**config.mk**
```make
export PLATFORM = sky130hd
export DESIGN_NAME = wb_debug_bridge
export DESIGN_NICKNAME = d
export VERILOG_FILES = /design/src/rtl/wb_debug_bridge.sv
export SDC_FILE = /design/constraint.sdc
export NUM_CORES = 1
export LEC_CHECK = 0
export BUFFER_PORTS_ARGS = -buffer_cell sky130_fd_sc_hd__buf_2
export CELL_PAD_IN_SITES_DETAIL_PLACEMENT = 0
export CELL_PAD_IN_SITES_GLOBAL_PLACEMENT = 2
export CORE_ASPECT_RATIO = 0.75
export CORE_MARGIN = 4
export CORE_UTILIZATION = 35
export CTS_BUF_LIST = sky130_fd_sc_hd__clkbuf_8
export CTS_CLUSTER_SIZE = 20
export DETAILED_ROUTE_END_ITERATION = 16
export PLACE_DENSITY = 0.94
export SKIP_CTS_REPAIR_TIMING = 1
export SLEW_MARGIN = 20
export SYNTH_ARGS = -nofsm -noshare
export SYNTH_HDL_FRONTEND = slang
export SYNTH_SLANG_ARGS = --single-unit
```
**constraint.sdc**
```tcl
create_clock -name clk -period 3.8 [get_ports clk]
set_input_delay 0.38 -clock clk [delete_from_list [all_inputs] [get_ports clk]]
set_output_delay 0.38 -clock clk [all_outputs]
set_load 0.03 [all_outputs]
```
**src/rtl/wb_debug_bridge.sv**
```systemverilog
// Byte-stream command bridge acting as a Wishbone classic-cycle initiator.
// Frames: PING, WRITE(adr,data), READ(adr); one status byte (+ read data) per frame.
module wb_debug_bridge #(
    parameter int BUS_TIMEOUT   = 255,
    parameter int MAX_RETRY     = 3,
    parameter int FRAME_TIMEOUT = 100000
) (
    input  logic        clk,
    input  logic        rst,
    input  logic [7:0]  rx_data,
    input  logic        rx_valid,
    output logic [7:0]  tx_data,
    output logic        tx_valid,
    input  logic        tx_ready,
    output logic        busy,
    output logic        CYC,
    output logic        STB,
    output logic        WE,
    output logic [31:0] ADR,
    output logic [31:0] DAT_O,
    input  logic [31:0] DAT_I,
    output logic [2:0]  CTI_O,
    input  logic        ACK,
    input  logic        ERR,
    input  logic        RTY
);
    localparam int BW = $clog2(BUS_TIMEOUT + 1);
    localparam int FW = $clog2(FRAME_TIMEOUT + 1);
    localparam int RW = $clog2(MAX_RETRY + 2);

    typedef enum logic [2:0] {S_IDLE, S_ADDR, S_DATA, S_BUS, S_GAP, S_RESP} state_t;

    state_t         state, state_next;
    logic [1:0]     byte_cnt;
    logic           op_write;
    logic [31:0]    adr_q, dat_q;
    logic [BW-1:0]  bus_cnt;
    logic [FW-1:0]  frame_cnt;
    logic [RW-1:0]  retry_cnt;
    logic [39:0]    resp_sr;
    logic [2:0]     resp_cnt;
    logic           tx_fire, bus_expired, frame_expired, retry_done, bus_term;

    assign tx_fire       = tx_valid & tx_ready;
    assign bus_expired   = (bus_cnt == '0);
    assign frame_expired = (frame_cnt == '0);
    assign retry_done    = (retry_cnt == RW'(MAX_RETRY));
    assign bus_term      = ACK | ERR | RTY;

    assign CYC      = (state == S_BUS);
    assign STB      = (state == S_BUS);
    assign WE       = op_write & (state == S_BUS);
    assign ADR      = adr_q;
    assign DAT_O    = dat_q;
    assign CTI_O    = 3'b000;
    assign tx_valid = (state == S_RESP);
    assign tx_data  = resp_sr[7:0];
    assign busy     = (state != S_IDLE);

    always_ff @(posedge clk) begin
        if (rst) state <= S_IDLE;
        else     state <= state_next;
    end

    always_comb begin
        state_next = state;
        unique case (state)
            S_IDLE: begin
                if (rx_valid) begin
                    if (rx_data == 8'h01 || rx_data == 8'h02) state_next = S_ADDR;
                    else                                      state_next = S_RESP;
                end
            end
            S_ADDR: begin
                if (rx_valid) begin
                    if (byte_cnt == 2'd3) state_next = op_write ? S_DATA : S_BUS;
                end else if (frame_expired) begin
                    state_next = S_IDLE;
                end
            end
            S_DATA: begin
                if (rx_valid) begin
                    if (byte_cnt == 2'd3) state_next = S_BUS;
                end else if (frame_expired) begin
                    state_next = S_IDLE;
                end
            end
            S_BUS: begin
                if (bus_term) begin
                    if (!ERR && RTY && !retry_done) state_next = S_GAP;
                    else                            state_next = S_RESP;
                end else if (bus_expired) begin
                    state_next = S_RESP;
                end
            end
            S_GAP:  state_next = S_BUS;
            S_RESP: if (tx_fire && resp_cnt == 3'd1) state_next = S_IDLE;
            default: state_next = S_IDLE;
        endcase
    end

    always_ff @(posedge clk) begin
        if (rst) begin
            byte_cnt  <= '0;
            op_write  <= 1'b0;
            adr_q     <= '0;
            dat_q     <= '0;
            bus_cnt   <= '0;
            frame_cnt <= '0;
            retry_cnt <= '0;
            resp_sr   <= '0;
            resp_cnt  <= '0;
        end else begin
            // Timer reloads outside BUS so every attempt (incl. after a retry gap) starts fresh.
            if (state != S_BUS) bus_cnt <= BW'(BUS_TIMEOUT - 1);
            unique case (state)
                S_IDLE: begin
                    if (rx_valid) begin
                        op_write  <= (rx_data == 8'h01);
                        byte_cnt  <= '0;
                        retry_cnt <= '0;
                        frame_cnt <= FW'(FRAME_TIMEOUT - 1);
                        resp_cnt  <= 3'd1;
                        resp_sr   <= {32'h0, (rx_data == 8'h00) ? 8'h5A : 8'hE0};
                    end
                end
                S_ADDR, S_DATA: begin
                    if (rx_valid) begin
                        if (state == S_ADDR) adr_q <= {rx_data, adr_q[31:8]};
                        else                 dat_q <= {rx_data, dat_q[31:8]};
                        byte_cnt  <= byte_cnt + 2'd1;
                        frame_cnt <= FW'(FRAME_TIMEOUT - 1);
                    end else if (!frame_expired) begin
                        frame_cnt <= frame_cnt - FW'(1);
                    end
                end
                S_BUS: begin
                    if (ERR) begin
                        resp_sr  <= {32'h0, 8'hE1};
                        resp_cnt <= 3'd1;
                    end else if (RTY) begin
                        if (retry_done) begin
                            resp_sr  <= {32'h0, 8'hE2};
                            resp_cnt <= 3'd1;
                        end else begin
                            retry_cnt <= retry_cnt + RW'(1);
                        end
                    end else if (ACK) begin
                        resp_sr  <= {DAT_I, 8'hA5};
                        resp_cnt <= op_write ? 3'd1 : 3'd5;
                    end else if (bus_expired) begin
                        resp_sr  <= {32'h0, 8'hE3};
                        resp_cnt <= 3'd1;
                    end else begin
                        bus_cnt <= bus_cnt - BW'(1);
                    end
                end
                S_RESP: begin
                    if (tx_fire) begin
                        resp_sr  <= {8'h00, resp_sr[39:8]};
                        resp_cnt <= resp_cnt - 3'd1;
                    end
                end
                default: ;
            endcase
        end
    end
endmodule

```
==> flow_summary.ini <==
[synthesis]
synth_edf_count = 0
synth_area_mm2 = 0.00601
synth_cell_type_count = 64
ys_seq_area_frac = 0.470
synth_cells = 734
ys.flop_type = dfxtp_1
yosys_warnings = 0
ys_ff_latch = 141
syn_area_per_cell_um2 = 8.19
ys_async_sr_fraction = 0

[place]
port_buffers = 123
dp_hpwl_um = 10300
gp_congestion = 0.803
pre_cts_ws_ns = 1.25
placedInstanceArea_mm2 = 0.00669

[timing]
finalSetupViolations = 0
worst_slack_ns = 0.946
finClkSkew_ns = 0.0163
fin_tns_setup_ns = 0
worstMarginPinSlew_ns = 0.832
slew_headroom = 0.445
fmax_mhz = 350
fin_hold_ws_ns = 0.160
hold_viol_final = 0
final_max_slew_viol_count = 0
rsz0062_at_grt = no
fin_crit_sh = 0.751
finalCriticalPeriod_ns = 2.85

[floorplanning]
io_pins = 127
start_util = 0.357
die_h_um = 121
core_area_mm2 = 0.0168
die_x_um = 159
dieArea_mm2 = 0.0193
row_count = 41

[cells_and_area]
nets = 876
final.fill_count = 1768
syn_to_final_growth_pct = 17.8
mostFrequentLayoutCells = nand2_1 (146), dfxtp_1 (141), buf_2 (122)
final_common_cell = nand2_1
drive_gt1_frac = 0.217
postLayoutCellArea_mm2 = 0.00708
antennaDiodeCount = 0

[detailed_routing]
dr.first_iter.drc_count = 341
via_per_inst = 5.08
routed_wl_um = 15500
vias = 5320
first_pass_iters = 4
remaining_drc_errors = 0
detail_route.wl_per_cell_um = 14.8
postRouteAntennaNets = 0

[global_routing]
antenna_found_initial = 0
grt_max_degree = 75
grt_pass1_wl_um = 25000
grt_util_all_layers = 0.156
grt_overflow = 0
grt_pass1_vias = 4773

[setup_path]
startpoint_type = flip-flop
crit_fanout = 18
endpoint_kind = output pin
path_class = reg -> out
cp.arrival_ns = 2.47
worstPathRequired_ns = 3.42

[cts]
clock_path_buffers = 2
clk_pin_slew_worst_paths_ns = 0.09
clk_latency_ns = 0.45
cts_root_buf = clkbuf_8
clkSinkCount = 141
cts_max_level = 4
cts_tree = yes
cts_buffers = 17

[status]
status = finished, final reports clean

[pwr]
peakVddDrop_mv = 0.296
p_leak_nw = 2.75
p_per_area_mw_per_mm2 = 699

[run]
maxCapViolCount = 0

[hold_path]
hold_path.class = in -> reg
==> metrics by stage <==
step           cells  total power [mW]   util
2_1_floorplan    736              3.41      -
3_3_place_gp    1016              3.78  0.397
3_5_place_dp    1016              3.78  0.397
4_1_cts         1048              5.00  0.421
5_1_grt         1048              5.31  0.421
6_report        1048              4.95  0.421
==> path summary, 6_finish.rpt <==
kind / start / endpoint / slack, ns / cells after the start
setup / recovery: state[1] / tx_valid / 0.95 / 4
hold / removal: DAT_I[26] / resp_sr[34] / 0.16 / 3
setup reg to reg: state[0] / resp_cnt[0] / 1.20 / 6
hold reg to reg: DAT_O[0] / DAT_O[0] / 0.45 / 2
==> Yosys cell counts, drive strengths merged (3+ instances only) <==
| cell type | count | area, um^2 |
|---|---|---|
| a211oi | 6 | 50.1 |
| a21boi | 3 | 22.5 |
| a21oi | 93 | 465 |
| a221oi | 26 | 228 |
| a22oi | 10 | 75.1 |
| a311oi | 5 | 43.8 |
| a31oi | 6 | 37.5 |
| buf | 16 | 115 |
| clkbuf | 51 | 191 |
| dfxtp | 141 | 2820 |
| ha | 9 | 113 |
| inv | 12 | 45.0 |
| nand2 | 147 | 552 |
| nand2b | 3 | 18.8 |
| nand3 | 8 | 40.0 |
| nand3b | 5 | 37.5 |
| nor2 | 61 | 231 |
| nor3 | 35 | 175 |
| nor4 | 6 | 37.5 |
| o211ai | 3 | 22.5 |
| o21ai | 9 | 45.0 |
| o31ai | 8 | 73.8 |
| or2 | 3 | 18.8 |
| or3 | 13 | 83.8 |
| or4 | 12 | 98.8 |
| xnor2 | 3 | 26.3 |
| xor2 | 6 | 52.6 |
==> worst max-delay path, stage by stage, from the launching register on <==
cell and delay, ns:
dfxtp_1 0.65, nand3b_1 0.32, clkinv_1 0.48, buf_4 0.38, buf_2 0.20
==> registers in the layout (all words and copies together) (netlist names) <==
name,cells
frame_cnt,17
state,3
op_write,1
retry_cnt,3
bus_cnt,8
resp_sr,40
byte_cnt,2
ADR,32
resp_cnt,3
DAT_O,32
==> power by group <==
part / total [mW] / internal [mW] / switching [mW]
registers: 1.94 / 1.73 / 0.208
logic: 1.81 / 0.637 / 1.17
clock network: 1.20 / 0.566 / 0.636
==> cells by family after synthesis <==
group	count (synthesis)	synth area share
simple gates	308	0.235
compound gates	185	0.203
flops	141	0.470
buf+inv	81	0.0598
xor+xnor	9	0.0131
fa+ha+maj	9	0.0187
other cells	1	0.000624
==> metal layers <==
metal	track usage	up-vias	routed length (um)
met3	0.0462	13	879
met1	0.234	2432	8020
met2	0.215	128	6470
met5	0	-	0
met4	0.0439	0	162
li1	-	2747	-
==> final cells by class <==
cell class                      instances  area [um^2]  area share
Multi-Input combinational cell        514         2850       0.402
Clock buffer                           19          262      0.0369
Timing Repair Buffer                  132          698      0.0986
Sequential cell                       141         2820       0.399
Clock inverter                         13          129      0.0182
Tap cell                              215          269      0.0380
Inverter                               14         52.6     0.00742
Power figures use the tool's default switching activity.
